`src/rtl/gin_pe_input_fifo.sv`:
```
// gin_pe_input_fifo
// Receive-side buffer between a GIN multicast controller and the PE
// scratchpad loader. Words forwarded by the controller are captured into a
// small register array. They are presented to the PE through a
// first-word-fall-through valid/ready port.
//
// Handshake semantics (both ports):
//   A transfer happens at a rising edge of link_clk exactly when the
//   sender's valid/enable and the receiver's ready are both high in the
//   cycle before that edge. A sender holds its word stable until the
//   transfer. Ready never depends combinationally on the partner's valid.
//   Upstream:   enable_in (valid) / ready_out (ready), word on data_in.
//   Downstream: valid_out (valid) / ready_in (ready), word on data_out.

module gin_pe_input_fifo #(
    parameter int DATA_WIDTH = 64,
    parameter int DEPTH      = 4,
    parameter int CNT_WIDTH  = $clog2(DEPTH) + 1
) (
    input  logic                  link_clk,
    input  logic                  reset,
    input  logic [DATA_WIDTH-1:0] data_in,
    input  logic                  enable_in,
    output logic                  ready_out,
    output logic [DATA_WIDTH-1:0] data_out,
    output logic                  valid_out,
    input  logic                  ready_in,
    output logic [CNT_WIDTH-1:0]  count,
    output logic                  overflow_err
);

    localparam int PTR_WIDTH = $clog2(DEPTH);
    localparam logic [CNT_WIDTH-1:0] FULL_COUNT = CNT_WIDTH'(DEPTH);
    localparam logic [CNT_WIDTH-1:0] ONE_COUNT  = CNT_WIDTH'(1);
    localparam logic [PTR_WIDTH-1:0] ONE_PTR    = PTR_WIDTH'(1);

    // Storage and bookkeeping state. The array itself is never reset.
    logic [DATA_WIDTH-1:0] mem [DEPTH];
    logic [PTR_WIDTH-1:0]  wr_ptr;
    logic [PTR_WIDTH-1:0]  rd_ptr;
    logic [CNT_WIDTH-1:0]  count_q;
    logic                  overflow_q;

    // Qualified transfer strobes for this cycle.
    logic wr_en;
    logic rd_en;
    logic overflow_hit;

    // Flags derived purely from the registered occupancy. A read in a full
    // cycle does not open a slot until the next cycle, so there is no
    // write-through path from ready_in to ready_out.
    always_comb begin
        ready_out = (count_q != FULL_COUNT);
        valid_out = (count_q != '0);
    end

    // Transfer qualification. An enable while full is dropped and only
    // raises the sticky error; an empty queue ignores ready_in.
    always_comb begin
        wr_en        = enable_in & ready_out;
        rd_en        = valid_out & ready_in;
        overflow_hit = enable_in & ~ready_out;
    end

    // Head word presented to the PE; forced to zero while the queue is
    // empty so stale array contents never appear on the bus.
    always_comb begin
        data_out = '0;
        if (valid_out) begin
            data_out = mem[rd_ptr];
        end
    end

    always_comb begin
        count        = count_q;
        overflow_err = overflow_q;
    end

    // Array write: capture the upstream word at the write pointer.
    always_ff @(posedge link_clk) begin
        if (wr_en) begin
            mem[wr_ptr] <= data_in;
        end
    end

    // Write pointer: advances on every accepted word, wraps modulo DEPTH.
    always_ff @(posedge link_clk or negedge reset) begin
        if (!reset) begin
            wr_ptr <= '0;
        end else if (wr_en) begin
            wr_ptr <= wr_ptr + ONE_PTR;
        end
    end

    // Read pointer: advances on every word taken by the PE, wraps modulo DEPTH.
    always_ff @(posedge link_clk or negedge reset) begin
        if (!reset) begin
            rd_ptr <= '0;
        end else if (rd_en) begin
            rd_ptr <= rd_ptr + ONE_PTR;
        end
    end

    // Occupancy: +1 on write only, -1 on read only, unchanged otherwise.
    always_ff @(posedge link_clk or negedge reset) begin
        if (!reset) begin
            count_q <= '0;
        end else begin
            case ({wr_en, rd_en})
                2'b10:   count_q <= count_q + ONE_COUNT;
                2'b01:   count_q <= count_q - ONE_COUNT;
                default: count_q <= count_q;
            endcase
        end
    end

    // Sticky overflow flag: set by any enable while full, cleared only by reset.
    always_ff @(posedge link_clk or negedge reset) begin
        if (!reset) begin
            overflow_q <= 1'b0;
        end else if (overflow_hit) begin
            overflow_q <= 1'b1;
        end
    end

endmodule

```
`config.mk`:
```
export PLATFORM = sky130hd
export DESIGN_NAME = gin_pe_input_fifo
export DESIGN_NICKNAME = d
export VERILOG_FILES = /design/src/rtl/gin_pe_input_fifo.sv
export SDC_FILE = /design/constraint.sdc
export NUM_CORES = 1
export LEC_CHECK = 0
export CAP_MARGIN = 15
export CORE_ASPECT_RATIO = 0.75
export CORE_MARGIN = 2
export CORE_UTILIZATION = 56
export CTS_CLUSTER_DIAMETER = 40
export DETAILED_ROUTE_END_ITERATION = 10
export DONT_BUFFER_PORTS = 1
export GPL_ROUTABILITY_DRIVEN = 0
export HOLD_SLACK_MARGIN = 0.15
export MAX_ROUTING_LAYER = met4
export PLACE_DENSITY = 0.78
export SLEW_MARGIN = 20
export SYNTH_ARGS = -nofsm -noshare
export SYNTH_HDL_FRONTEND = slang
export SYNTH_SLANG_ARGS = --single-unit
export TNS_END_PERCENT = 50
```
`constraint.sdc`:
```
create_clock -name link_clk -period 4.65 [get_ports link_clk]
set_clock_uncertainty 0.2 [all_clocks]
set_input_delay 0.6975 -clock link_clk [delete_from_list [all_inputs] [get_ports link_clk]]
set_output_delay 0.6975 -clock link_clk [all_outputs]
set_load 0.01 [all_outputs]
```
==> summary.txt, run 1 <==
Status
  • Outcome: complete, no violations

Synth
  • Synth warnings: 0
  • Share of the synthesized area in the top cell type: 76.07%
  • Netlist cell types: 20
  • Synth area leaders: edfxtp_1 (76%), mux4_2 (14%), and2_1 (4.3%)
  • Yosys reg bits: around 260
  • Synth area leader: edfxtp_1
  • Synthesized area per cell: 22.71 µm²
  • Syn Inst Count: 445
  • Syn Nets: between 500 and 600
  • Seq/Total Area, Yosys: 78.05%
  • Synth Cell Area: 0.01011 mm²

STA
  • TNS Setup: 0 ns
  • Final period util: 75.57%
  • Min Hold Slack: 0.2200 ns
  • Slew HR: 32.59%
  • Final setup margin: around 1.1 ns
  • Final setup viols: 0
  • RSZ-0062 raised after global routing: false
  • Fmax: between 200 and 300 MHz
  • Minimum clock period: 3.514 ns
  • Worst slew pin tran: 1.011 ns
  • Slew Limit Fails: 0
  • Final Hold Viols: 0

Min path
  • Worst hold path type: in2reg
  • Hold EP: rd_ptr[0]
  • Hold depth: 2
  • Hold Path Origin: ready_in

Global route
  • Congestion Overflow GR: 0
  • Number of global-route vias before repair: around 5000
  • First-pass GRT wire length: 29250 µm
  • GRT Util Overall: 20.64%
  • Initial antenna violation count: 1
  • Largest net degree at the start of global routing: 68

Power
  • Sw frac: 29.67%
  • Leak Pwr: 0.003895 µW
  • Net switching power: between 2000 and 2500 µW
  • Seq pwr share: 45.0%
  • Worst VDD drop: between 0.4 and 0.5 mV
  • P_int: 5485 µW
  • P per Cell Area: 651.5 mW/mm²
  • Clock share of power: 29.4%
  • Comb power frac: around a quarter

Placement
  • Setup Slack @ Placement: 1.596 ns
  • DPL Wire Length: 9535 µm
  • Placed cell area: 0.01032 mm²
  • Port Buffers: 0

Floorplan
  • Rows: 42
  • Core box area: 0.01766 mm²
  • Initial Utilization: 57.23%
  • Die Ht: around 120 µm
  • Die area: 0.01915 mm²
  • Io pins: 138
  • Die width: 159.1 µm

Worst setup path
  • Crit end category: primary output
  • Reg2Reg Setup Slack: 1.91 ns
  • Crit path arrival time: 2.62 ns
  • Crit path kind: reg2out
  • Reg2Reg Depth: 8
  • Max FO, Critical Path: 34
  • CP required: 3.75 ns
  • Crit-path slowest cell: dfrtp_4
  • CP peak stage delay: 0.89 ns
  • Critical Path, Cell by Cell: buf_12 > mux4_2 > and2_1
  • R2r endpoint: count[2]
  • Worst r2r src: count[0]
  • Crit start category: flip-flop

Final layout
  • Area growth syn-to-layout: 18.45%
  • Design area: 0.01197 mm²
  • Ratio of cells with drive above 1 in the final layout: 21.06%
  • Layout Nets: 598

Route
  • TritonRoute pass-1 iters: 4
  • Final WL: 18660 µm
  • Post-route ant nets: 0
  • Total number of vias: around 4500
  • Via density: 5.729
  • First-iteration detailed-routing DRC count: ~320
  • # DRC: 0
  • Wire per inst: 23.65 µm

CTS
  • Htree depth: 1
  • CTS Buf Count: 30
  • TritonCTS clock tree: yes
  • Root Driver: clkbuf_16
  • Skew-Pair Late Insertion Delay: 0.53 ns
  • # clock sinks: between 200 and 300
  • Postcts setup bufs: 0
  • Clock slew at reported path FFs: 0.06 ns
  • Max Buffers Root-to-Sink: 3

Flow run
  • Maxcap violations: 0
## state kept, by name (all words and copies together) (netlist names)
register	cells
mem	256
count	3
rd_ptr	2
wr_ptr	2
overflow_err	1
## cells by family (layout without fill, tap and decap cells)
logic type,count (synthesis),after routing,share of synthesized area (%)
AO/OA/AOI/OAI,1,1,0.07431
XOR/XNOR,6,6,0.5201
adder cells (fa/ha/maj),6,6,0.8171
buffers and inverters,28,129,1.510
flip-flops,264,264,78.05
multiplexers,66,66,14.47
other,0,1,0
AND/OR/NAND/NOR,74,74,4.556
## per-layer routing
| layer | wire (µm) | vias up | track usage (%) |
|---|---|---|---|
| met4 | 331 | 0 | 4.773 |
| li1 | - | 1957 | - |
| met5 | 0 | - | - |
| met2 | 9331 | 174 | 33.75 |
| met3 | 1213 | 24 | 4.837 |
| met1 | 7784 | 2365 | 27.11 |
## through the flow
stage / power, µW / instances / util [%]
after floorplan: 5072 / 445 / -
after global placement: 5428 / 667 / 58.45
after detailed placement: 5506 / 667 / 58.45
after CTS: 7862 / 788 / 67.76
after global routing: 8157 / 789 / 67.79
final: 7799 / 789 / 67.79
## layout by cell type (no fill, tap or decap), drive strengths merged
master / netlist / layout
nor2b: 1 / 1
inv: 7 / 11
dfrtp: 8 / 8
clkbuf: 8 / 40
edfxtp: 256 / 256
clkinvlp: 0 / 1
mux4: 64 / 64
xnor2: 3 / 3
fa: 1 / 1
diode: 0 / 1
nor3b: 1 / 1
xor2: 3 / 3
buf: 13 / 1
dlygate4sd3: 0 / 67
nor2: 1 / 1
mux2: 1 / 1
clkinv: 0 / 6
a21o: 1 / 1
or3: 1 / 1
ha: 5 / 5
mux2i: 1 / 1
and2: 69 / 69
nand3: 1 / 1
bufinv: 0 / 3
## timing repair
item / in CTS / in global routing
hold endpoints to repair: 266 / 0
hold buffers: 67 / 0
setup endpoints to repair: 0 / 0
gates resized for setup: 0 / 0
## synthesized netlist by cell type (all sizes together)
library cell,instances
nor2,1
buf,13
clkbuf,8
xor2,3
nor2b,1
or3,1
dfrtp,8
and2,69
fa,1
mux2,1
mux2i,1
nor3b,1
mux4,64
a21o,1
nand3,1
edfxtp,256
ha,5
inv,7
xnor2,3
## critical path, delay by kind of cell (launching register included)
kind          cells  cell delay [ns]
buf+inv           1             0.36
simple gates      1             0.22
mux               1             0.56
flops             1             0.89
## how the worst max path moves through the flow
stage	depth (start not counted)	endpoint	from	slack (ns)
2_1_floorplan	2	mem[0][0]	enable_in	1.45
3_3_place_gp	3	data_out[14]	rd_ptr[0]	1.67
3_5_place_dp	8	count[2]	count[0]	1.60
4_1_cts	3	data_out[26]	rd_ptr[0]	1.07
5_1_grt	3	data_out[26]	rd_ptr[0]	0.97
6_report	3	data_out[26]	rd_ptr[0]	1.14
## power groups by stage
stage	logic [µW]	registers, µW	clock network, µW
after floorplan	1770	3310	0
after global placement	1910	3520	0
after detailed placement	1940	3560	0
after CTS	2030	3510	2320
after global routing	2160	3570	2430
final	2000	3510	2290
## layout make-up
type / instances / area [µm²]
fill: 1127 / 5687
inverter: 7 / 26.28
timing repair buffer: 68 / 690.7
tap: 242 / 302.8
antenna: 1 / 2.502
clock inverter: 14 / 162.7
multi-input combinational: 153 / 2081
sequential: 264 / 7895
clock buffer: 40 / 809.5
Note: power is estimated with default switching activity, not from simulation.
==> run 2: changes to the inputs <==
==> constraint.sdc (replaced) <==
create_clock -name link_clk -period 3.4 [get_ports link_clk]
set_clock_uncertainty 0.2 [all_clocks]
set_input_delay 0.51 -clock link_clk [delete_from_list [all_inputs] [get_ports link_clk]]
set_output_delay 0.51 -clock link_clk [all_outputs]
set_load 0.01 [all_outputs]
==> summary.txt, run 2 (synthesis results as in run 1) <==
Global route
  • M3 GR Usage: 4.700% (-0.14 points)
  • Grt met2 use: 32.15% (-1.6 points)
  • First-pass GRT wire length: 28480 µm (-2.6%)
  • Number of global-route vias before repair: 4952 (-0.42%)
  • Congestion Overflow GR: 0 (unchanged)
  • GRT Util Overall: 20.13% (-0.51 points)
  • GR peak layer: met2
  • Grt met1 use: 27.42% (+0.31 points)
  • Initial antenna violation count: 1 (unchanged)
  • Largest net degree at the start of global routing: 67 (-1.5%)

Route
  • # DRC: 0 (unchanged)
  • Via density: 5.722 (-0.12%)
  • First-iteration detailed-routing DRC count: 324 (+0.31%)
  • Total number of vias: 4543 (+0.51%)
  • Final WL: 18050 µm (-3.3%)
  • TritonRoute pass-1 iters: 4 (unchanged)
  • Post-route ant nets: 0 (unchanged)
  • Wire per inst: 22.73 µm (-3.9%)

Placement
  • DPL Wire Length: 10380 µm (+8.9%)
  • Dpl cells: 676 (+1.3%)
  • Setup Slack @ Placement: 0.7995 ns (-0.7965 ns)
  • Port Buffers: 0 (unchanged)

STA
  • Final setup margin: 0.2850 ns (-0.8512 ns)
  • TNS Setup: 0 ns (unchanged)
  • Fmax: 321.0 MHz
  • Final period util: about nine tenths
  • Minimum clock period: 3.115 ns
  • Min Hold Slack: 0.2003 ns (-0.01978 ns)
  • RSZ-0062 raised after global routing: false
  • Final Hold Viols: 0 (unchanged)
  • Worst slew pin tran: 0.6402 ns (-0.3710 ns)
  • Final setup viols: 0 (unchanged)
  • Slew Limit Fails: 0 (unchanged)
  • Slew HR: 57.32% (+25 points)

Floorplan
  • Core box area: 0.01766 mm² (unchanged)
  • Die width: 159.1 µm (unchanged)
  • Die Ht: 120.3 µm (unchanged)
  • Io pins: 138 (unchanged)
  • Initial Utilization: 57.23% (unchanged)
  • Rows: 42 (unchanged)
  • Die area: 0.01915 mm² (unchanged)

Power
  • P per Cell Area: 869.3 mW/mm² (+33%)
  • Leak Pwr: 0.003907 µW (+0.30%)
  • Worst VDD drop: 0.5233 mV (+17%)

CTS
  • Post-CTS Resized: 0 (unchanged)
  • Max Buffers Root-to-Sink: 3 (unchanged)
  • Htree depth: 1 (unchanged)
  • CTS Buf Count: 27 (-10%)
  • Root Driver: clkbuf_16
  • # hold bufs at CTS: 68 (+1.5%)
  • Postcts setup bufs: 0 (unchanged)
  • Skew-Pair Late Insertion Delay: 0.52 ns (about the same)
  • # clock sinks: 264 (unchanged)
  • TritonCTS clock tree: yes
  • Clock slew at reported path FFs: 0.06 ns (about the same)

Final layout
  • Ratio of cells with drive above 1 in the final layout: 22.69% (+1.6 points)
  • Commonest non-fill, non-tap cells in the layout: edfxtp_1 (256), dlygate4sd3_1 (68), and2_1 (65), mux4_2 (64), clkbuf_16 (27)
  • Layout Nets: 605 (+1.2%)
  • Commonest non-fill, non-tap cell in the layout: edfxtp_1
  • Area growth syn-to-layout: 18.81%
  • Post-Layout Cell Count: 794 (+0.63%)
  • Max FFs per register: 256 (unchanged)
  • Reg with most FFs: mem
  • Filler cells: 1116 (-0.98%)

Worst setup path
  • CP required: 2.69 ns (-1.06 ns)
  • Max FO, Critical Path: 22 (-35%)
  • R2r endpoint: mem[2][0]
  • Crit path kind: reg2out
  • Worst r2r src: count[2]
  • Crit path arrival time: 2.41 ns (-0.21 ns)
  • Crit-path slowest cell: dfrtp_4
  • Reg2Reg Setup Slack: 0.85 ns (-1.06 ns)
  • Crit start category: flip-flop
  • Reg2Reg Depth: 4 (-4)
  • Crit end category: primary output
  • CP peak stage delay: 0.72 ns (-0.17 ns)
  • Critical Path, Cell by Cell: buf_4 > mux4_2 > and2_1

Min path
  • Hold depth: 2 (unchanged)
  • Hold Path Origin: enable_in
  • Hold EP: wr_ptr[0]
  • Worst hold path type: in2reg

Status
  • Outcome: complete, no violations

Flow run
  • Maxcap violations: 0 (unchanged)
[run 2: worst max path at each step]
| stage | from | endpoint | slack (ns) | cells past startpoint |
|---|---|---|---|---|
| global route | rd_ptr[0] | data_out[58] | 0.12 | 3 |
| floorplan | count[2] | mem[0][0] | 0.31 | 3 |
| global placement | rd_ptr[0] | data_out[54] | 0.84 | 3 |
| CTS | rd_ptr[0] | data_out[48] | 0.25 | 3 |
| finish | rd_ptr[0] | data_out[58] | 0.28 | 3 |
| detailed placement | rd_ptr[0] | data_out[48] | 0.80 | 3 |
[run 2: power by group]
part | leakage (µW) | internal (µW) | switching (µW)
logic | 0.00106 | 1360 | 1610
clock network | 0.000416 | 1630 | 1200
registers | 0.00243 | 4310 | 324
total | 0.00391 | 7300 | 3140
[run 2: layout make-up]
class	count	area, µm²	area share (%)
Clock buffer	30	686.9	5.721
Timing Repair Buffer	78	830.8	6.920
Inverter	7	26.28	0.2188
Sequential cell	264	7895	65.76
Multi-Input combinational cell	153	2077	17.30
Tap cell	242	302.8	2.522
Antenna cell	1	2.502	0.02084
Clock inverter	19	185.2	1.542
[run 2: critical path, delay by kind of cell, from the launching register on]
kind | cells | cell delay (ns)
AND/OR/NAND/NOR | 1 | 0.22
buffers and inverters | 1 | 0.35
multiplexers | 1 | 0.58
flip-flops | 1 | 0.72
[run 2: through the flow]
step | utilization [%] | cell area [µm²] | total power, µW
6_report | 68.00 | 12010 | 10440
5_1_grt | 68.00 | 12010 | 10940
4_1_cts | 67.98 | 12000 | 10560
3_5_place_dp | 59.19 | 10450 | 7627
3_3_place_gp | 59.19 | 10450 | 7531
2_1_floorplan | - | 10110 | 6937
[run 2: per-layer routing]
layer	wire length [µm]	part of all wire, %	vias to the layer above
li1	-	-	1983
met4	236	1.3	0
met5	0	0	-
met3	1187	6.6	22
met1	7493	42	2363
met2	9131	51	175
